--- config.mk ---
export PLATFORM = sky130hd
export DESIGN_NAME = instr_fetch_queue
export DESIGN_NICKNAME = d
export VERILOG_FILES = /design/src/rtl/ifq_pkg.sv /design/src/rtl/ifq_fifo.sv /design/src/rtl/instr_fetch_queue.sv
export SDC_FILE = /design/constraint.sdc
export NUM_CORES = 1
export LEC_CHECK = 0
export CAP_MARGIN = 0
export CORE_MARGIN = 5
export CORE_UTILIZATION = 45
export CTS_CLUSTER_DIAMETER = 40
export DETAILED_ROUTE_END_ITERATION = 16
export DONT_BUFFER_PORTS = 1
export GPL_ROUTABILITY_DRIVEN = 1
export PLACE_DENSITY_LB_ADDON = 0.1
export RECOVER_POWER = 100
export SETUP_SLACK_MARGIN = 0.3
export SYNTH_ARGS = -nofsm -noshare
export SYNTH_HDL_FRONTEND = slang
export SYNTH_SLANG_ARGS = --single-unit
--- constraint.sdc ---
create_clock -name clk -period 5.7 [get_ports clk]
set_clock_uncertainty 0.2 [all_clocks]
set_input_delay 0.57 -clock clk [delete_from_list [all_inputs] [get_ports clk]]
set_output_delay 0.57 -clock clk [all_outputs]
set_load 0.1 [all_outputs]
--- src/rtl/ifq_pkg.sv ---
// Shared types and constants for the instruction fetch queue.
package ifq_pkg;

  typedef enum logic [1:0] {
    IDLE     = 2'd0,
    WAIT_GNT = 2'd1,
    WAIT_RSP = 2'd2
  } ifq_state_e;

  typedef struct packed {
    logic [31:0] pc;
    logic [31:0] instr;
  } ifq_entry_t;

  localparam logic [31:0] PC_INC = 32'd4;

  function automatic logic [31:0] word_align(input logic [31:0] addr);
    return {addr[31:2], 2'b00};
  endfunction

endpackage

--- src/rtl/ifq_fifo.sv ---
// Fetched-instruction FIFO: flush wins over push/pop, push allowed when full if a pop coincides.
module ifq_fifo
  import ifq_pkg::*;
#(
  parameter int unsigned DEPTH = 4,
  localparam int unsigned AW = (DEPTH > 1) ? $clog2(DEPTH) : 1,
  localparam int unsigned CW = $clog2(DEPTH) + 1
) (
  input  logic          i_clk,
  input  logic          i_rst,
  input  logic          i_flush,
  input  logic          i_push,
  input  ifq_entry_t    i_wdata,
  input  logic          i_pop,
  output ifq_entry_t    o_rdata,
  output logic          o_full,
  output logic          o_empty,
  output logic [CW-1:0] o_count
);

  logic [AW-1:0] r_wr_ptr;
  logic [AW-1:0] r_rd_ptr;
  logic [CW-1:0] r_count;
  ifq_entry_t    r_mem [DEPTH];

  logic w_do_pop;
  logic w_do_push;

  assign o_full    = (r_count == CW'(DEPTH));
  assign o_empty   = (r_count == '0);
  assign o_count   = r_count;
  assign w_do_pop  = i_pop && !o_empty;
  assign w_do_push = i_push && (!o_full || w_do_pop);

  // Head reads as zero when empty so the decoder never sees stale data.
  assign o_rdata = o_empty ? '0 : r_mem[r_rd_ptr];

  always_ff @(posedge i_clk or posedge i_rst) begin
    if (i_rst) begin
      r_wr_ptr <= '0;
      r_rd_ptr <= '0;
      r_count  <= '0;
    end else if (i_flush) begin
      r_wr_ptr <= '0;
      r_rd_ptr <= '0;
      r_count  <= '0;
    end else begin
      if (w_do_push) r_wr_ptr <= r_wr_ptr + AW'(1);
      if (w_do_pop)  r_rd_ptr <= r_rd_ptr + AW'(1);
      if (w_do_push && !w_do_pop)      r_count <= r_count + CW'(1);
      else if (w_do_pop && !w_do_push) r_count <= r_count - CW'(1);
    end
  end

  always_ff @(posedge i_clk) begin
    if (w_do_push && !i_flush) r_mem[r_wr_ptr] <= i_wdata;
  end

endmodule

--- src/rtl/instr_fetch_queue.sv ---
// Instruction fetch unit: single-outstanding imem fetch FSM feeding a decoder FIFO.
// Optional performance counters are enabled with IFQ_PERF_EN.
module instr_fetch_queue
  import ifq_pkg::*;
#(
  parameter int unsigned DEPTH    = 4,
  parameter logic [31:0] RESET_PC = 32'h0000_0000
) (
  input  logic        clk,
  input  logic        reset,
  input  logic        redirect_valid,
  input  logic [31:0] redirect_pc,
  output logic        imem_req,
  output logic [31:0] imem_addr,
  input  logic        imem_gnt,
  input  logic        imem_rvalid,
  input  logic [31:0] imem_rdata,
  output logic        instr_valid,
  input  logic        instr_ready,
  output logic [31:0] instr,
  output logic [31:0] instr_pc
`ifdef IFQ_PERF_EN
  ,
  output logic [31:0] perf_fetch_cnt,
  output logic [31:0] perf_stall_cnt
`endif
);

  localparam int unsigned CW      = $clog2(DEPTH) + 1;
  localparam logic [CW-1:0] DEPTH_C = CW'(DEPTH);

  ifq_state_e  r_state;
  ifq_state_e  w_state_nxt;
  logic [31:0] r_fetch_pc;
  logic [31:0] w_fetch_pc_nxt;
  logic [31:0] r_rsp_pc;
  logic        r_drop;
  logic        w_drop_nxt;

  logic          w_push;
  logic          w_pop;
  logic          w_full;
  logic          w_empty;
  logic [CW-1:0] w_count;
  logic          w_space_after_push;
  ifq_entry_t    w_wdata;
  ifq_entry_t    w_head;

  assign imem_req  = (r_state == WAIT_GNT);
  assign imem_addr = word_align(r_fetch_pc);

  assign instr_valid = !w_empty;
  assign instr       = w_head.instr;
  assign instr_pc    = w_head.pc;

  // A redirect flushes the queue, so it suppresses any same-cycle pop or push.
  assign w_pop  = instr_valid && instr_ready && !redirect_valid;
  assign w_push = (r_state == WAIT_RSP) && imem_rvalid && !r_drop && !redirect_valid;

  assign w_space_after_push = w_pop || (w_count < (DEPTH_C - CW'(1)));

  assign w_wdata.pc    = r_rsp_pc;
  assign w_wdata.instr = imem_rdata;

  ifq_fifo #(
    .DEPTH(DEPTH)
  ) u_fifo (
    .i_clk   (clk),
    .i_rst   (reset),
    .i_flush (redirect_valid),
    .i_push  (w_push),
    .i_wdata (w_wdata),
    .i_pop   (w_pop),
    .o_rdata (w_head),
    .o_full  (w_full),
    .o_empty (w_empty),
    .o_count (w_count)
  );

  always_comb begin
    w_state_nxt    = r_state;
    w_fetch_pc_nxt = r_fetch_pc;
    w_drop_nxt     = r_drop;
    unique case (r_state)
      IDLE: begin
        if (redirect_valid || !w_full) w_state_nxt = WAIT_GNT;
      end
      WAIT_GNT: begin
        if (imem_gnt) begin
          w_state_nxt    = WAIT_RSP;
          w_fetch_pc_nxt = r_fetch_pc + PC_INC;
          w_drop_nxt     = redirect_valid;
        end
      end
      WAIT_RSP: begin
        // A redirect coinciding with rvalid discards that response without arming drop.
        if (imem_rvalid) begin
          w_drop_nxt = 1'b0;
          if (r_drop || redirect_valid || w_space_after_push) w_state_nxt = WAIT_GNT;
          else                                                w_state_nxt = IDLE;
        end else if (redirect_valid) begin
          w_drop_nxt = 1'b1;
        end
      end
      default: w_state_nxt = IDLE;
    endcase
    if (redirect_valid) w_fetch_pc_nxt = word_align(redirect_pc);
  end

  always_ff @(posedge clk or posedge reset) begin
    if (reset) begin
      r_state    <= IDLE;
      r_fetch_pc <= RESET_PC;
      r_drop     <= 1'b0;
      r_rsp_pc   <= '0;
    end else begin
      r_state    <= w_state_nxt;
      r_fetch_pc <= w_fetch_pc_nxt;
      r_drop     <= w_drop_nxt;
      if (r_state == WAIT_GNT && imem_gnt) r_rsp_pc <= word_align(r_fetch_pc);
    end
  end

`ifdef IFQ_PERF_EN
  logic [31:0] r_perf_fetch;
  logic [31:0] r_perf_stall;

  always_ff @(posedge clk or posedge reset) begin
    if (reset) begin
      r_perf_fetch <= '0;
      r_perf_stall <= '0;
    end else begin
      r_perf_fetch <= r_perf_fetch + {31'd0, w_push};
      r_perf_stall <= r_perf_stall + {31'd0, instr_ready && !instr_valid};
    end
  end

  assign perf_fetch_cnt = r_perf_fetch;
  assign perf_stall_cnt = r_perf_stall;
`endif

endmodule

==> summary.md <==
| Metric | Value |
|---|---|
| Failing checks | `max-capacitance violations, max-slew violations` |
| Dpl hpwl | `approximately 15000 um` |
| WL final | `26710 um` |
| Largest area contributor in the netlist | `edfxtp_1` |
| Synth unique cells | `48` |
| Synth area leaders | `edfxtp_1 58%, dfrtp_1 14%, mux4_2 11%` |
| Synth top area share | `57.85%` |
| Max cap viols | `10` |
| Starting Density | `45.21%` |
| Total track usage | `16.96%` |
| Area of the multi-input gates | `3413 um2` |
| Netlist area before placement | `12870 um2` |
| Compound-cell area share of the yosys netlist | `3.062%` |
| CTS buffer count | `40` |
| Final Max Tran Viols | `284` |
| Fill cells | `around 2.3k` |
| NumNets Final | `934` |
| Detailed Routing Iterations Pass 1 | `5` |
| # setup viols final | `0` |
| Worst setup SP type | `flip-flop` |
| Largest net degree at the start of global routing | `71` |
| Vias/cell | `between 5 and 6` |
| Port Buf Inserts | `0` |
| Critical path class | `reg -> out` |
| Critical Path RT | `a little under 5000 ps` |
| Routed wire per std cell | `~21 um` |
| Final worst path period share | `slightly below 80%` |
| Slew at the pin with the worst max-slew slack | `2607 ps` |
| DR DRC count | `0` |
| Clk sink count | `318` |
| Post-CTS setup buffers | `0` |
| Via count | `6950` |
| Reg area | `9204 um2` |
| Most frequent cells in the layout | `248 x edfxtp_1, 103 x nand2_1, 68 x dfrtp_1` |
| Clock slew at reported path FFs | `roughly 60 ps` |
| Antenna Nets Post-Route | `0` |
| Async SR Flop Fraction | `22.01%` |
| Global-route wire length before repair | `42100 um` |
| Achievable Freq | `225.8 MHz` |
| Main combinational cell family by area after synthesis | `multiplexers` |
| # rows | `62` |
| Chip Width | `179.1 um` |
| Die area | `approximately 32000 um2` |
| RSZ-0062 raised after global routing | `false` |
| Final TNS setup | `0 ps` |
| Crit Path Max Fanout | `47` |
| Sequential element share of the synthesized area | `71.46%` |
| Syn Area/Cell | `between 15 and 20 um2` |
| CTS tree | `yes` |
| Crit end category | `primary output` |
| Post-synth EDFFs | `248` |
| Yosys warning total | `0` |
| Register bit total from synthesis | `318` |
| Adder-cell share of the synthesized area | `0.6415%` |
| Cells after synthesis | `795` |
| Final Hold Fails | `0` |
| Post-synthesis simple-gate area fraction | `around a tenth` |
| Placer congestion estimate | `approximately 0.90` |
| Post-CTS sizing | `0` |
| Vias in the first global route | `7424` |
| Die height | `179.1 um` |
| Multiplexer share of the synthesized area | `11.43%` |
| Synth Area in XOR/XNOR | `0.7484%` |
| Area grow syn2layout | `17.48%` |
| CORE AREA | `28470 um2` |
| Rel. slew slack | `-73.82%` |
| Total gr overflow | `0` |
| Worst EP arrival | `3660 ps` |
| Clock latency on the worst-skew pair | `520 ps` |
| First DRT Iteration DRCs | `436` |
| Layout cell share with drive strength beyond 1 | `16.07%` |
| Hold crit path type | `in -> async` |
| Minimum clock period | `4428 ps` |
| IO Count | `168` |
| CTS Buffer Depth | `3` |
| Htree depth | `2` |
| Initial antenna violation count | `0` |
| Status | `finished, violations left` |
| Commonest non-fill, non-tap cell in the layout | `edfxtp_1` |
| Main flop type after synthesis | `edfxtp_1` |
| Diode count | `0` |
| Root Buffer | `clkbuf_16` |
-- per-layer routing --
metal	part of all wire [%]	vias up	track usage, %
met4	2.2	0	4.729
met2	48	225	27.77
met1	42	3516	22.51
li1	-	3160	-
met5	0	-	0
met3	7.7	49	4.682
-- state kept, by name, indices dropped and copies added (netlist names) --
register and cells:
r_drop 1, r_fetch_pc 30, r_rsp_pc 30, r_state 2, u_fifo.o_count 3, u_fifo.r_mem 248
u_fifo.r_rd_ptr 2, u_fifo.r_wr_ptr 2
-- cell usage after synthesis (all sizes together) (2+ instances only) --
master  number
nand4       11
a31oi       14
mux2i        3
or4         18
a211oi       2
clkbuf      29
a21oi        8
nor2b        2
edfxtp     248
mux2         4
o21ai       19
xor2         4
mux4        62
o211ai       3
o31ai       12
or3          2
nor3         4
nor2        31
dfrtp       70
and2        62
buf         17
ha           5
inv         18
nand3       17
xnor2        7
a211o        2
nor4         3
nand2      103
-- logic make-up after synthesis --
kind of cell	Yosys count
compound gates	63
simple gates	262
buf+inv	65
other cells	1
flops	318
mux	69
xor+xnor	11
fa+ha+maj	6
-- worst max-delay path, stage by stage (launching register included) --
cell and delay (ps):
dfrtp_2 1480, buf_4 540, mux4_2 570, and2_1 510
-- metrics by stage --
step | util [%] | setup slack (ps) | instance area, um2 | instances | hold WS, ps
floorplan | - | 1258 | 12880 | 798 | 275.8
global placement | 46.59 | 2149 | 13260 | 1144 | 286.8
detailed placement | 46.59 | 2124 | 13260 | 1144 | 308.8
CTS | 53.30 | 1555 | 15170 | 1274 | 7.575
global route | 53.12 | 874.7 | 15120 | 1274 | 9.166
finish | 53.12 | 1272 | 15120 | 1274 | 26.32
-- final timing paths --
path,endpoint,slack [ps],start,depth (start not counted)
setup / recovery,instr_pc[26],1270,u_fifo.r_rd_ptr[0]$_DFFE_PP0P_,3
hold / removal,r_fetch_pc[5]$_DFFE_PP0P_,30,reset,2
setup reg to reg,u_fifo.r_mem[0][44]$_DFFE_PP_,1410,r_state[0]$_DFFE_PP0P_,4
hold reg to reg,u_fifo.r_mem[3][39]$_DFFE_PP_,310,r_rsp_pc[9]$_DFFE_PP0P_,0
max in group asynchronous,u_fifo.r_rd_ptr[1]$_DFFE_PP0P_,4560,reset,2
min in group clk,r_fetch_pc[23]$_DFFE_PP0P_,30,redirect_valid,2
-- area by class of cell --
cell class / count / share of cell area [%]
timing repair buffer: 64 / 3.980
clock inverter: 22 / 1.671
clock buffer: 52 / 7.265
tap: 384 / 3.177
multi-input combinational: 415 / 22.57
inverter: 19 / 0.4716
sequential: 318 / 60.86
-- what timing repair did --
item,4_1_cts,5_1_grt
hold endpoints to repair,153,0
hold buffers,56,0
endpoints found under the setup margin,0,0
Power is left out: the tool's default activity adds up to more than one toggle a clock period on the data nets, which glitch-free logic cannot reach.
